File: config.mk
export PLATFORM = sky130hd
export DESIGN_NAME = alu_arbiter
export DESIGN_NICKNAME = d
export VERILOG_FILES = /design/src/rtl/alu_arb_pkg.sv /design/src/rtl/alu.sv /design/src/rtl/alu_arbiter_rr_arb2.sv /design/src/rtl/alu_arbiter.sv
export SDC_FILE = /design/constraint.sdc
export NUM_CORES = 1
export LEC_CHECK = 0
export CAP_MARGIN = 20
export CORE_AREA = 2 2 148 150
export CTS_BUF_LIST = sky130_fd_sc_hd__clkbuf_2
export DETAILED_ROUTE_END_ITERATION = 8
export DIE_AREA = 0 0 150 152
export GPL_TIMING_DRIVEN = 0
export PLACE_DENSITY = 0.8
export SYNTH_ARGS = -nofsm -noshare
export SYNTH_HDL_FRONTEND = slang
export SYNTH_HIERARCHICAL = 1
export SYNTH_SLANG_ARGS = --single-unit
export TNS_END_PERCENT = 50
File: constraint.sdc
create_clock -name clk -period 10.7 [get_ports clk]
set_input_delay 2.14 -clock clk [delete_from_list [all_inputs] [get_ports clk]]
set_output_delay 2.14 -clock clk [all_outputs]
set_load 0.01 [all_outputs]
File: src/rtl/alu_arb_pkg.sv
// alu_arb_pkg: shared ALU opcode and requester id constants
package alu_arb_pkg;
  localparam logic [2:0] OP_ADD = 3'd0;
  localparam logic [2:0] OP_SUB = 3'd1;
  localparam logic [2:0] OP_AND = 3'd2;
  localparam logic [2:0] OP_OR  = 3'd3;
  localparam logic [2:0] OP_SLL = 3'd4;
  localparam logic [2:0] OP_SRL = 3'd5;
  localparam logic [2:0] OP_MAX = 3'd5;
  localparam logic REQ_MAIN = 1'b0;
  localparam logic REQ_AUX  = 1'b1;
endpackage

File: src/rtl/alu.sv
// alu: combinational 32-bit ALU (add, sub, and, or, logical shifts)
module alu
  import alu_arb_pkg::*;
(
  input  logic [2:0]  con,
  input  logic [31:0] op1,
  input  logic [31:0] op2,
  input  logic [4:0]  sft_amt,
  output logic [31:0] result
);
  always_comb
    result = con == OP_ADD ? op1 + op2 :
             con == OP_SUB ? op1 - op2 :
             con == OP_AND ? op1 & op2 :
             con == OP_OR  ? op1 | op2 :
             con == OP_SLL ? op1 << sft_amt :
             con == OP_SRL ? op1 >> sft_amt : '0;
endmodule

File: src/rtl/alu_arbiter_rr_arb2.sv
// rr_arb2: two-way round-robin grant, pointer moves to the loser on each accepted transfer
module rr_arb2
  import alu_arb_pkg::*;
#(
  parameter logic PRIO_INIT = 1'b0
) (
  input  logic       clk,
  input  logic       reset,
  input  logic [1:0] valid,
  input  logic       accept,
  output logic       gnt,
  output logic       any
);
  logic ptr;
  assign any = |valid;
  assign gnt = &valid ? ptr : valid[REQ_AUX];
  always_ff @(posedge clk)
    if (reset) ptr <= PRIO_INIT;
    else if (accept && any) ptr <= ~gnt;
endmodule

File: src/rtl/alu_arbiter.sv
// alu_arbiter: two requesters share one ALU with a registered tagged response; ALU_ARB_STATS_EN adds grant/contention counters
module alu_arbiter
  import alu_arb_pkg::*;
#(
  parameter int PRIO_INIT = 0,
  parameter int CNT_W     = 16
) (
  input  logic             clk,
  input  logic             reset,
  input  logic             req0_valid,
  output logic             req0_ready,
  input  logic [2:0]       req0_con,
  input  logic [31:0]      req0_op1,
  input  logic [31:0]      req0_op2,
  input  logic [4:0]       req0_sft_amt,
  input  logic             req1_valid,
  output logic             req1_ready,
  input  logic [2:0]       req1_con,
  input  logic [31:0]      req1_op1,
  input  logic [31:0]      req1_op2,
  input  logic [4:0]       req1_sft_amt,
  output logic             rsp_valid,
  input  logic             rsp_ready,
  output logic             rsp_id,
  output logic [31:0]      rsp_result,
  output logic             rsp_err
`ifdef ALU_ARB_STATS_EN
  ,
  output logic [CNT_W-1:0] grant_cnt0,
  output logic [CNT_W-1:0] grant_cnt1,
  output logic [CNT_W-1:0] contend_cnt
`endif
);
  logic can_accept, gnt, any, fire, bad;
  logic [2:0] con;
  logic [31:0] op1, op2, result;
  logic [4:0] sft_amt;
  if (CNT_W < 1 || PRIO_INIT < 0 || PRIO_INIT > 1) begin : g_bad_param
    $error("alu_arbiter: invalid CNT_W or PRIO_INIT");
  end
  assign can_accept = !reset && (!rsp_valid || rsp_ready);
  assign fire = can_accept && any;
  assign req0_ready = fire && gnt == REQ_MAIN;
  assign req1_ready = fire && gnt == REQ_AUX;
  rr_arb2 #(.PRIO_INIT(1'(PRIO_INIT))) u_arb (
    .clk(clk), .reset(reset), .valid({req1_valid, req0_valid}),
    .accept(can_accept), .gnt(gnt), .any(any)
  );
  always_comb begin
    con = gnt ? req1_con : req0_con;
    op1 = gnt ? req1_op1 : req0_op1;
    op2 = gnt ? req1_op2 : req0_op2;
    sft_amt = gnt ? req1_sft_amt : req0_sft_amt;
    bad = con > OP_MAX;
  end
  alu u_alu (.con(con), .op1(op1), .op2(op2), .sft_amt(sft_amt), .result(result));
  always_ff @(posedge clk)
    if (reset) begin
      rsp_valid <= 1'b0;
      rsp_id <= 1'b0;
      rsp_result <= '0;
      rsp_err <= 1'b0;
    end else if (fire) begin
      rsp_valid <= 1'b1;
      rsp_id <= gnt;
      rsp_result <= bad ? '0 : result;
      rsp_err <= bad;
    end else if (rsp_ready) rsp_valid <= 1'b0;
`ifdef ALU_ARB_STATS_EN
  always_ff @(posedge clk)
    if (reset) begin
      grant_cnt0 <= '0;
      grant_cnt1 <= '0;
      contend_cnt <= '0;
    end else begin
      if (req0_ready && !(&grant_cnt0)) grant_cnt0 <= grant_cnt0 + 1'b1;
      if (req1_ready && !(&grant_cnt1)) grant_cnt1 <= grant_cnt1 + 1'b1;
      if (can_accept && req0_valid && req1_valid && !(&contend_cnt)) contend_cnt <= contend_cnt + 1'b1;
    end
`endif
endmodule

==> results of run 1 <==
## critical path: cells and delay by family
family | cells | cell delay (ns)
AOI/OAI and AO/OA | 6 | 2.06
buffers and inverters | 4 | 1.56
and+or+nand+nor | 6 | 1.50
muxes | 1 | 0.56
adders and majority gates | 1 | 0.49
## through the flow
step                cell area, sq um  util, %  worst slack (ns)  power [mW]  std cells
finish                         12700     59.4              2.67        1.21       1942
global route                   12700     59.4              2.82        1.26       1942
CTS                            12700     59.4              2.98        1.16       1941
detailed placement             12600     59.2              2.54        1.09       1933
global placement               12600     59.2              2.51        1.09       1933
floorplan                      10400        -              4.91       0.752       1468
## layout make-up
cell class                      count  area share (%)
Multi-Input combinational cell   1184            68.2
Clock inverter                      3           0.109
Timing Repair Buffer              186            14.6
Inverter                          136            4.05
Buffer                            112            4.36
Tap cell                          280            2.76
Sequential cell                    36            5.68
Clock buffer                        5           0.197
## state kept, by name, summed over array words and instances, names as in the netlist
signal and cells:
rsp_id 1, rsp_result 32, u_arb/ptr 1, rsp_valid 1, rsp_err 1
## power by group through the flow
stage	clock network [mW]	logic, mW	registers (mW)
5_1_grt	0.0711	1.03	0.157
4_1_cts	0.0650	0.939	0.155
3_5_place_dp	0	0.933	0.158
3_3_place_gp	0	0.930	0.157
2_1_floorplan	0	0.589	0.163
6_report	0.0637	0.987	0.155
## final timing paths
check	startpoint	slack, ns	to
max	req1_valid	2.67	rsp_result[30]$_SDFFE_PP0P_
min	rsp_id$_SDFFE_PP0P_	0.51	rsp_id$_SDFFE_PP0P_
max reg2reg	u_arb/ptr$_SDFFE_PP0P_	4.53	rsp_result[30]$_SDFFE_PP0P_
min reg2reg	rsp_id$_SDFFE_PP0P_	0.51	rsp_id$_SDFFE_PP0P_
## cell families after synthesis
group / count (synthesis)
mux: 148
xor+xnor: 24
simple gates: 357
compound gates: 558
buf+inv: 248
flops: 36
fa+ha+maj: 97
## routing by layer
layer	routed length (microns)	vias to the layer above	share of wire (%)
met3	8100	233	15
met2	21700	1146	41
met4	3310	0	6.3
met1	19400	6183	37
met5	0	-	0
li1	-	5750	-
## Yosys cell counts, types with 36 or more instances
cell type	count	area, sq um
a21oi_1	161	806
nor2_1	148	556
inv_1	126	473
o21ai_0	105	526
nand2_1	98	368
ha_1	95	1190
mux2_1	63	709
a211oi_1	59	443
mux2i_1	45	450
buf_2	37	185
clkbuf_1	36	135
dfxtp_1	36	721
==> results.md, run 1 <==
* Status: finished clean
* Adder-cell area share of the yosys netlist at 11.8%
* Clk sink count at 36
* Die area at 0.0228 sq mm
* Vias per cell at 6.85
* Syn Nets at 1714
* Mux share of post-synthesis cell area at 17.8%
* Final Net Count at 1907
* Startpoint types: input pin
* Met1 usage at 58.4%
* Starting density of the core at 48.9%
* Die W at 150 microns
* Yosys reg bits at 36
* Slew @ Worst Pin at 1.22 ns
* CP Max Fanout at 10
* Antenna violations before repair at 0
* First-pass GRT wire length at 77100 microns
* Leakage at 5.21 nW
* Max cap viols at 0
* Critical path cell sequence: clkdlybuf4s50_1 > a21boi_0 > buf_2 > buf_4 > mux2_1 > inv_1 > ha_1 > nand4_1 > nor4_2 > or4b_1 > nand3_2 > a221o_2 > nand4bb_1 > a21oi_2 > nor3_1 > a2111oi_2 > o21ai_1 > a31o_1
* CTS H-tree lvls at 2
* Fin crit period at 8.03 ns
* Post-synthesis cell type count at 91
* Total CTS buffers at 5
* Hold_ws at 0.509 ns
* Commonest non-fill, non-tap cell in the layout: clkdlybuf4s50_1
* Clock slew at reported path FFs at 0.19 ns
* GRT overflow at 0
* Worst vdd ir at 50.9 uV
* Largest net degree at the start of global routing at 12
* Net Sw Power at 0.678 mW
* Pwr Density at 95.0 mW/mm^2
* Drt first pass iters at 9
* Root Buffer: clkbuf_2
* Gr busiest metal: met2
* Multi-input gate area at 0.00865 sq mm
* Residual DRC at 0
* Total track usage at 44.6%
* Dpl hpwl at 42500 microns
* Comb power frac at 81.9%
* Internal at 0.527 mW
* Commonest cells after routing, fill and taps aside: clkdlybuf4s50_1, a21oi_1, nor2_1
* Final wirelength at 52600 microns
* Antenna cells at 0
* Number of routed nets with antenna violations at 0
* Gate Count Post-Synth at 1468
* Cts repair resizes at 0
* Area share of xor/xnor cells in the synthesized design at 2.01%
* Routing usage on met2 at 66.9%
* EDFF count, synth at 0
* Clock Power Share at 5.3%
* YS warnings at 6
* Slowest-stage cell, CP: a21boi_0
* WP data required at 11.02 ns
* Largest family of logic cells by synthesized area: compound AO/OA/AOI/OAI gates
* IO Pins at 186
* Hold Buf Count CTS at 0
* Vias at 13300
* Iter 0 DRT Violations at 1866
* Simple logic cell fraction of the synthesized area at 15.5%
* Sw Share at 56.3%
* RSZ-0062 raised after global routing: no
* Area grow syn2layout at 21.5%
* Worst rel slew slack at 18.1%
* Worst-Skew Late Latency at 0.40 ns
* Hold depth at 2
* R2R depth at 18
* # Post-CTS Setup Buffers at 0
* DR WL/cell at 27.1 microns
* CTS tree: yes
* Compound-Gate Fraction of Synth Area at 35.8%
* Share of layout cells above drive strength 1 at 8.84%
* Crit. End Element: flip-flop
* Met3 Use GR at 13.4%
* Final period util at 75.0%
* Sequential share of the synthesized area at 6.91%
* Global placement routability congestion at 1.13
* Setup TNS Final at 0 ns
* Syn Area/Cell at 7.11 sq um
* Filler cells at 2091
* Vias in the first global route at 12500
* Register area at 721 sq um
* Mapped cell area at 0.0104 sq mm
* Seq pwr share at 12.8%
* Critical path class: in -> reg
* Peak Freq at 125 MHz
* Primary FF master, synth: dfxtp_1
* Critical Path Max Stage Delay at 0.83 ns
* Crit path DAT at 8.35 ns
* Synth async-reset ratio at 0%
* Max Slew Vio Count at 0
* Hold Path Class: reg -> reg
* Clock buffer depth at 2
* Final hold vios at 0
* Number of port buffers at 185
* Final Skew at 0.0121 ns
* Row count at 54
* Die height at 152 microns
* Setup violations, final at 0
* Core area at 0.0214 sq mm
Power figures use the tool's default switching activity.
==> inputs of run 2 (changes only) <==
==> constraint.sdc (replaced) <==
create_clock -name clk -period 8.2 [get_ports clk]
set_input_delay 1.64 -clock clk [delete_from_list [all_inputs] [get_ports clk]]
set_output_delay 1.64 -clock clk [all_outputs]
set_load 0.01 [all_outputs]
==> results of run 2 <==
Same layout as run 1 (identical final DEF). Status: finished clean.
Among the figures that moved: setup slack after placement 2.54 ns -> 0.536 ns; setup slack after layout 2.67 ns -> 0.673 ns; register-to-register setup slack 4.53 ns -> 2.03 ns; total power 1.21 mW -> 1.57 mW; worst IR drop on VDD 50.9 uV -> 66.4 uV
